**src/rtl/ps2_display_ctrl.sv**
```systemverilog
// ps2_display_ctrl
// Assembles PS/2 scan-code bytes into complete make/break sequences and
// drives the 4-digit hex display word plus an error flag.
//
// Ports:
//   clk           system clock, rising edge
//   rst_n         asynchronous active-low reset
//   code_valid    one-cycle strobe qualifying code / code_err
//   code          received scan-code byte
//   code_err      parity/frame error for this byte
//   clear         synchronous request: blank display, drop sequence, end error
//   display_data  16-bit word to the display decoder (digit 3 = [15:12])
//   display_err   error flag to the display decoder
//   key_event     one-cycle pulse when display_data takes a completed sequence
//
// Handshake: code_valid is a single-cycle strobe with no back-pressure; every
// strobe is consumed on the edge that samples it. All outputs are registers,
// so results appear one cycle after the strobe.
//
// FSM state is held in the named enum register 'state' (IDLE/GOT_E0/GOT_F0)
// and the informational 'ext' flag, both probeable by hierarchical reference.

module ps2_display_ctrl #(
    parameter int ERR_HOLD_CYCLES = 50_000_000,
    parameter int TIMEOUT_CYCLES  = 2_500_000
) (
    input  logic        clk,
    input  logic        rst_n,
    input  logic        code_valid,
    input  logic [7:0]  code,
    input  logic        code_err,
    input  logic        clear,
    output logic [15:0] display_data,
    output logic        display_err,
    output logic        key_event
);

    localparam int HW = $clog2(ERR_HOLD_CYCLES + 1);
    localparam int TW = $clog2(TIMEOUT_CYCLES + 1);
    localparam logic [HW-1:0] HOLD_LOAD = HW'(ERR_HOLD_CYCLES);
    localparam logic [TW-1:0] TO_LOAD   = TW'(TIMEOUT_CYCLES);

    typedef enum logic [1:0] {
        IDLE   = 2'd0,
        GOT_E0 = 2'd1,
        GOT_F0 = 2'd2
    } state_t;

    state_t        state;
    logic          ext;
    logic [TW-1:0] to_cnt;
    logic [HW-1:0] hold_cnt;

    state_t        nxt_state;
    logic          nxt_ext;
    logic          raise_err;
    logic          complete;
    logic [15:0]   comp_word;
    logic          to_load;
    logic          is_e0;
    logic          is_f0;

    assign is_e0 = (code == 8'hE0);
    assign is_f0 = (code == 8'hF0);

    // Sequence decoding. A strobe in the cycle the timeout counter is at its
    // last count is processed normally; the timeout only fires without one.
    always_comb begin
        nxt_state = state;
        nxt_ext   = ext;
        raise_err = 1'b0;
        complete  = 1'b0;
        comp_word = display_data;
        to_load   = 1'b0;
        case (state)
            IDLE: begin
                if (code_valid) begin
                    if (code_err) begin
                        raise_err = 1'b1;
                    end else if (is_e0) begin
                        nxt_state = GOT_E0;
                        to_load   = 1'b1;
                    end else if (is_f0) begin
                        nxt_state = GOT_F0;
                        nxt_ext   = 1'b0;
                        to_load   = 1'b1;
                    end else begin
                        complete  = 1'b1;
                        comp_word = {8'h00, code};
                    end
                end
            end
            GOT_E0: begin
                if (code_valid) begin
                    if (code_err) begin
                        raise_err = 1'b1;
                        nxt_state = IDLE;
                    end else if (is_e0) begin
                        to_load = 1'b1;
                    end else if (is_f0) begin
                        nxt_state = GOT_F0;
                        nxt_ext   = 1'b1;
                        to_load   = 1'b1;
                    end else begin
                        complete  = 1'b1;
                        comp_word = {8'hE0, code};
                        nxt_state = IDLE;
                    end
                end else if (to_cnt <= TW'(1)) begin
                    raise_err = 1'b1;
                    nxt_state = IDLE;
                end
            end
            GOT_F0: begin
                if (code_valid) begin
                    nxt_state = IDLE;
                    if (code_err || is_e0 || is_f0) begin
                        raise_err = 1'b1;
                    end else begin
                        // E0 F0 b also displays F0b; ext is not shown.
                        complete  = 1'b1;
                        comp_word = {8'hF0, code};
                    end
                end else if (to_cnt <= TW'(1)) begin
                    raise_err = 1'b1;
                    nxt_state = IDLE;
                end
            end
            default: begin
                nxt_state = IDLE;
            end
        endcase
    end

    always_ff @(posedge clk or negedge rst_n) begin
        if (!rst_n) begin
            state        <= IDLE;
            ext          <= 1'b0;
            to_cnt       <= '0;
            hold_cnt     <= '0;
            display_data <= 16'h0000;
            display_err  <= 1'b0;
            key_event    <= 1'b0;
        end else if (clear) begin
            // clear beats a coincident strobe: the byte is dropped.
            state        <= IDLE;
            ext          <= 1'b0;
            to_cnt       <= '0;
            hold_cnt     <= '0;
            display_data <= 16'h0000;
            display_err  <= 1'b0;
            key_event    <= 1'b0;
        end else begin
            state     <= nxt_state;
            ext       <= nxt_ext;
            key_event <= complete;
            if (complete) begin
                display_data <= comp_word;
            end

            if (to_load) begin
                to_cnt <= TO_LOAD;
            end else if (nxt_state == IDLE) begin
                to_cnt <= '0;
            end else if (to_cnt != '0) begin
                to_cnt <= to_cnt - TW'(1);
            end

            // A new error retriggers the hold; the flag drops on the edge
            // where the hold count runs out.
            if (raise_err) begin
                hold_cnt    <= HOLD_LOAD;
                display_err <= 1'b1;
            end else if (hold_cnt != '0) begin
                hold_cnt <= hold_cnt - HW'(1);
                if (hold_cnt == HW'(1)) begin
                    display_err <= 1'b0;
                end
            end
        end
    end

endmodule

```
**config.mk**
```make
export PLATFORM = sky130hd
export DESIGN_NAME = ps2_display_ctrl
export DESIGN_NICKNAME = d
export VERILOG_FILES = /design/src/rtl/ps2_display_ctrl.sv
export SDC_FILE = /design/constraint.sdc
export NUM_CORES = 1
export LEC_CHECK = 0
export ABC_AREA = 1
export BUFFER_PORTS_ARGS = -buffer_cell sky130_fd_sc_hd__buf_4
export CAP_MARGIN = 20
export CORE_UTILIZATION = 33
export CTS_BUF_LIST = sky130_fd_sc_hd__clkbuf_16
export DETAILED_ROUTE_END_ITERATION = 7
export PLACE_DENSITY = 0.57
export RECOVER_POWER = 100
export SYNTH_ARGS = -nofsm -noshare
export SYNTH_HDL_FRONTEND = slang
export SYNTH_SLANG_ARGS = --single-unit
```
**constraint.sdc**
```tcl
create_clock -name clk -period 2.3 [get_ports clk]
set_clock_uncertainty 0.1 [all_clocks]
set_input_delay 0.345 -clock clk [delete_from_list [all_inputs] [get_ports clk]]
set_output_delay 0.345 -clock clk [all_outputs]
set_load 0.03 [all_outputs]
```
==> summary.txt, run 1 <==
Ports = 31
Fillers = 1158
Initial core utilization = 34.5%
Critical Path RT = 2410 ps
Most frequent cell after synthesis = nor2_1
Drt drc = 0
Seq/Total Area, Yosys = 40.8%
Synth Area in Simple Gates = 33.9%
Top cells by count, synth = 83 x nor2_1, 69 x nand2_1, 62 x dfrtp_1
Worst min path class = primary input to register
Area fraction of the dominant cell type after synthesis = 40.8%
CORE AREA = 11000 um2
Post-synthesis async set-or-reset flop share = 100%
Gr usage total = 16.4%
Final instance area = 4370 um2
Vias per cell = 4.87
Initial antenna violation count = 0
Number of routed nets with antenna violations = 0
VDD IR max = 0.484 mV
Clock sinks = 62
Layout cell share with drive strength beyond 1 = 15.3%
Crit Path Category = register to register
Max-cap violations = 1
Clock-pin slew of the registers on the worst-case setup and hold paths = 50 ps
Failing checks = max-capacitance violations, max-slew violations
Largest net degree at the start of global routing = 63
Row count = 38
Tcrit/Tclk final = 91.3%
Remaining Overflow, GRT = 0
Root Driver = clkbuf_16
CP dominant cell by count = nand2_1
Critical path launch point type = register
Final Hold Viols = 0
Least-Margin Pin Slew = 1560 ps
Cells after Synth = 477
Post-synthesis register bit count = 62
First-pass GRT wire length = 15.1 mm
Max-slew violations = 63
Clock buffer depth = 2
Crit-path cells = inv_1 -> ha_1 -> nand2_1 -> nor2_1 -> nand3_1 -> nand3_2 -> nand2_1 -> nand2_1 -> nand2_1 -> nand2_1 -> nand2_4 -> nand2_2 -> nor2_1
H-tree levels = 3
Mux cell area share after synthesis = 0%
Detailed-route via count = 3190
PwrDens = 720 nW/um2
Synth unique cells = 39
Avg WL per Cell = 13.4 um
HPWL after DPL = 6.48 mm
Synth area leaders = dfrtp_1 41%, nor2_1 8.2%, nand2_1 6.8%
Slowest cell on crit path = dfrtp_1
Die area = 12000 um2
RSZ-0062 raised after global routing = no
Combined area of all synthesized cells = 3800 um2
Number of global-route vias before repair = 3126
XOR/XNOR share of the synthesized area = 8.06%
DP Area = 4150 um2
Ant. Diodes = 0
Status = finished with violations
Register area = 1550 um2
Mapped Avg Cell Area = 7.98 um2
FMAX = 0.476 GHz
Post-synth EDFFs = 0
Drt first pass iters = 6
Final wirelength = 8.80 mm
Crit end category = register
Clock Latency Late Sink = 340 ps
Layout area overhead = 15.0%
Top FF cell, synth = dfrtp_1
LEAKAGE = 2.14 nW
Area leader, netlist = dfrtp_1
Post-route minimum period = 2100 ps
Synth warn = 0
Crit-path max cell delay = 390 ps
Final setup vio count = 0
Total Negative Setup Slacks = 0 ps
Nets = 532
Total CTS buffers = 9
Complex-gate fraction of the synthesized area = 6.74%
Routability cong. = 0.851
Die Wd = 109 um
Largest family of logic cells by synthesized area = simple AND/OR/NAND/NOR gates
Die Ht = 109 um
Worst Path Max Fanout = 11
Crit path DAT = 2210 ps
Area of the multi-input gates = 2000 um2
Port-buffer cells = 26
Worst slew margin = -3.78%
CTS tree = yes
Synth Area in Adders = 2.96%
Initial DRC count = 233
## cell families (layout without fill, tap and decap cells)
logic type	count (synthesis)	in the layout
buf+inv	64	99
compound gates	48	48
xor+xnor	35	35
simple gates	258	258
fa+ha+maj	9	9
other cells	1	4
flops	62	62
## flip-flops by register name (all words and copies together) (netlist names)
| signal | cells |
|---|---|
| display_err | 1 |
| state | 2 |
| hold_cnt | 26 |
| display_data | 10 |
| to_cnt | 22 |
| key_event | 1 |
## routing by layer
metal / wire [um] / global-route usage [%] / vias up
met3: 331 / 5.04 / 10
met5: 0 / 0 / -
met2: 4210 / 26.6 / 58
met4: 76 / 3.90 / 0
met1: 4180 / 21.3 / 1510
li1: - / - / 1612
## repair_timing
item                       4_1_cts  5_1_grt
setup buffers                    0        0
setup endpoints to repair        0       25
resized for setup                0        7
hold buffers                     0        0
## worst max-delay path, delay by kind of cell (launching register included)
family / cells / cell delay [ps]
adders and majority gates: 1 / 230
buffers and inverters: 1 / 140
DFF: 1 / 390
and+or+nand+nor: 11 / 1110
## final cells by class
cell class              count  share of cell area, %
inverters                  49                   4.26
clock buffers               9                   5.15
repair buffers             34                   4.52
well taps                 140                   4.00
flip-flops and latches     62                   35.5
clock inverters             7                  0.944
multi-input cells         354                   45.7
## final timing paths
path | start | to | slack [ps] | cells past startpoint
setup / recovery | to_cnt[0] | to_cnt[4] | 200 | 13
max in group asynchronous | rst_n | display_data[5] | 870 | 1
min in group asynchronous | rst_n | hold_cnt[0] | 300 | 1
hold reg to reg | display_data[6] | display_data[6] | 410 | 2
setup reg to reg | to_cnt[0] | to_cnt[4] | 200 | 13
hold / removal | code[6] | display_data[6] | 160 | 3
## layout by cell type (no fill, tap or decap), types with 13 or more instances in the layout
cell type  instances
nor2_1            83
nand2_1           67
dfrtp_1           62
inv_1             41
nand3_1           36
o21ai_0           25
xor2_1            22
buf_4             18
a21oi_1           17
nor3_1            15
clkbuf_1          14
xnor2_1           13
## stage by stage
stage / std cells / utilization (%) / setup slack (ps) / power, mW / hold WS [ps]
after CTS: 655 / 40.0 / 52.2 / 3.20 / 36.5
final: 655 / 39.7 / 199 / 3.15 / 161
after detailed placement: 639 / 37.6 / 58.4 / 1.96 / 401
after global routing: 655 / 39.7 / 10.6 / 3.34 / 171
after floorplan: 480 / - / 422 / 1.78 / -50.6
after global placement: 639 / 37.6 / 145 / 1.96 / 397
## where the power goes
| group | switching [mW] | leakage, nW | internal, mW | total [mW] |
|---|---|---|---|---|
| logic | 0.451 | 1.17 | 0.247 | 0.698 |
| clock network | 0.491 | 0.126 | 0.717 | 1.21 |
| registers | 0.0681 | 0.841 | 1.18 | 1.24 |
(Power assumes the default switching activity.)
==> run 2: changes to the inputs <==
--- a/config.mk
+++ b/config.mk
@@ -11,7 +11,7 @@
 export CORE_UTILIZATION = 33
 export CTS_BUF_LIST = sky130_fd_sc_hd__clkbuf_16
 export DETAILED_ROUTE_END_ITERATION = 7
-export PLACE_DENSITY = 0.57
+export PLACE_DENSITY = 0.59
 export RECOVER_POWER = 100
 export SYNTH_ARGS = -nofsm -noshare
 export SYNTH_HDL_FRONTEND = slang
==> constraint.sdc (replaced) <==
create_clock -name clk -period 1.8 [get_ports clk]
set_clock_uncertainty 0.1 [all_clocks]
set_input_delay 0.27 -clock clk [delete_from_list [all_inputs] [get_ports clk]]
set_output_delay 0.27 -clock clk [all_outputs]
set_load 0.03 [all_outputs]
==> summary.txt, run 2 (synthesis gave the netlist of run 1 again) <==
FMAX = 0.511 GHz
Die Wd = 109 um
Post-route minimum period = 1960 ps
Detailed-route via count = 3785
PwrDens = 822 nW/um2
VDD IR max = 0.545 mV
Crit Path Category = register to register
Failing checks = negative setup slack
Number of global-route vias before repair = 3718
Layout area overhead = 57.6%
Row count = 38
Register area = 1550 um2
Largest regs = hold_cnt x26, to_cnt x22, display_data x10
Final wirelength = 11.2 mm
Layout cell share with drive strength beyond 1 = 46.7%
Largest Register = hold_cnt
Remaining Overflow, GRT = 0
CORE AREA = 11000 um2
Tcrit/Tclk final = 109%
Placed insts = 734
Max-cap violations = 0
RSZ-0062 raised after global routing = yes
HPWL after DPL = 7.29 mm
Worst Path Max Fanout = 5
CTS tree = yes
Max reg flops = 26
Vias per cell = 4.84
Port-buffer cells = 26
Crit-path cells = nor2_2 -> nand2_1 -> nor2_2 -> nand3_2 -> nand3_2 -> nand2_1 -> nand2_1 -> nand2_1 -> nand2_2 -> nand2_4 -> clkbuf_16 -> a21oi_2 -> nor2_1
Final Hold Viols = 0
Die Ht = 109 um
Worst R2R Setup Slack = -160 ps
DP Area = 4890 um2
Fillers = 969
Final instance area = 6000 um2
Initial antenna violation count = 0
Initial core utilization = 34.5%
Nets = 659
Hold slack = 85.3 ps
Most frequent cells in the layout = 122 x buf_4, 61 x dfrtp_1, 55 x nand2_1
Worst slew margin = 32.7%
LEAKAGE = 2.89 nW
Drt drc = 0
Clock sinks = 62
First-pass GRT wire length = 17.4 mm
Ports = 31
Worst min path class = primary input to register
Max-slew violations = 0
Slowest cell on crit path = dfrtp_1
Crit end category = register
Worst Path Buf+Inv = 1
Status = finished with violations
Final worst slack = -155 ps
Total CTS buffers = 9
Largest net degree at the start of global routing = 40
CP dominant cell by count = nand2_1
Crit path DAT = 2070 ps
Root Driver = clkbuf_16
Delay-heaviest family, CP = simple AND/OR/NAND/NOR gates
Drt first pass iters = 4
Final setup vio count = 48
Area of the multi-input gates = 2500 um2
Clock Latency Late Sink = 340 ps
Final Non-Filler Cells = 782
Fin util = 54.4%
Least-Margin Pin Slew = 1010 ps
Avg WL per Cell = 14.3 um
Routability cong. = 0.861
Clock-pin slew of the registers on the worst-case setup and hold paths = 50 ps
Critical path launch point type = register
Dpl ws = -203 ps
Die area = 12000 um2
Crit-path max cell delay = 410 ps
Clock buffer depth = 2
H-tree levels = 3
Critical Path RT = 1920 ps
Initial DRC count = 207
Number of routed nets with antenna violations = 0
Ant. Diodes = 0
Most common cell after layout, fill and taps aside = buf_4
Gr usage total = 19.0%
==> run 2: worst register-to-register path: cells and delay by family, from the launching register on <==
kind            cells  cell delay (ps)
compound gates      1              120
buf+inv             1              170
flops               1              410
simple gates       11             1060
==> run 2: power breakdown <==
part	internal (mW)	leakage (nW)	switching [mW]
sequential	1.50	0.839	0.0871
clock	1.21	0.144	0.688
combinational	0.637	1.91	0.802
==> run 2: worst paths after layout <==
path / from / end / cells past startpoint
worst min register to register: display_data[5] / display_data[5] / 2
min in group asynchronous: rst_n / hold_cnt[3] / 2
worst max-delay path: to_cnt[7] / to_cnt[8] / 13
max in group asynchronous: rst_n / hold_cnt[19] / 3
worst max register to register: to_cnt[7] / to_cnt[8] / 13
worst min-delay path: code[5] / display_data[5] / 3
==> run 2: timing repair <==
action | CTS | global route
endpoints found under the setup margin | 55 | 57
hold buffers | 1 | 0
hold endpoints to repair | 36 | 0
gates resized for setup | 61 | 99
buffers inserted | 18 | 10
cloned | 2 | 3
pin swaps | 18 | 22
==> run 2: through the flow <==
step	setup TNS, ps	power, mW
finish	-4540	4.93
global route	-11790	5.17
CTS	-2040	4.82
detailed placement	-7970	2.73
global placement	-4430	2.71
floorplan	0	2.28
==> run 2: layer usage <==
layer  GRT usage [%]  part of all wire [%]
met1            23.6                    43
met2            32.5                    52
met3            4.45                   4.0
met4            5.52                   1.2
met5               0                     0
==> run 2: area by class of cell <==
type                    instances  area share (%)
clock buffers                   9            3.76
multi-input cells             355            41.7
repair buffers                159            20.9
repair inverters                1          0.0626
flip-flops and latches         62            25.9
clock inverters                 7            1.65
well taps                     140            2.92
inverters                      49            3.15
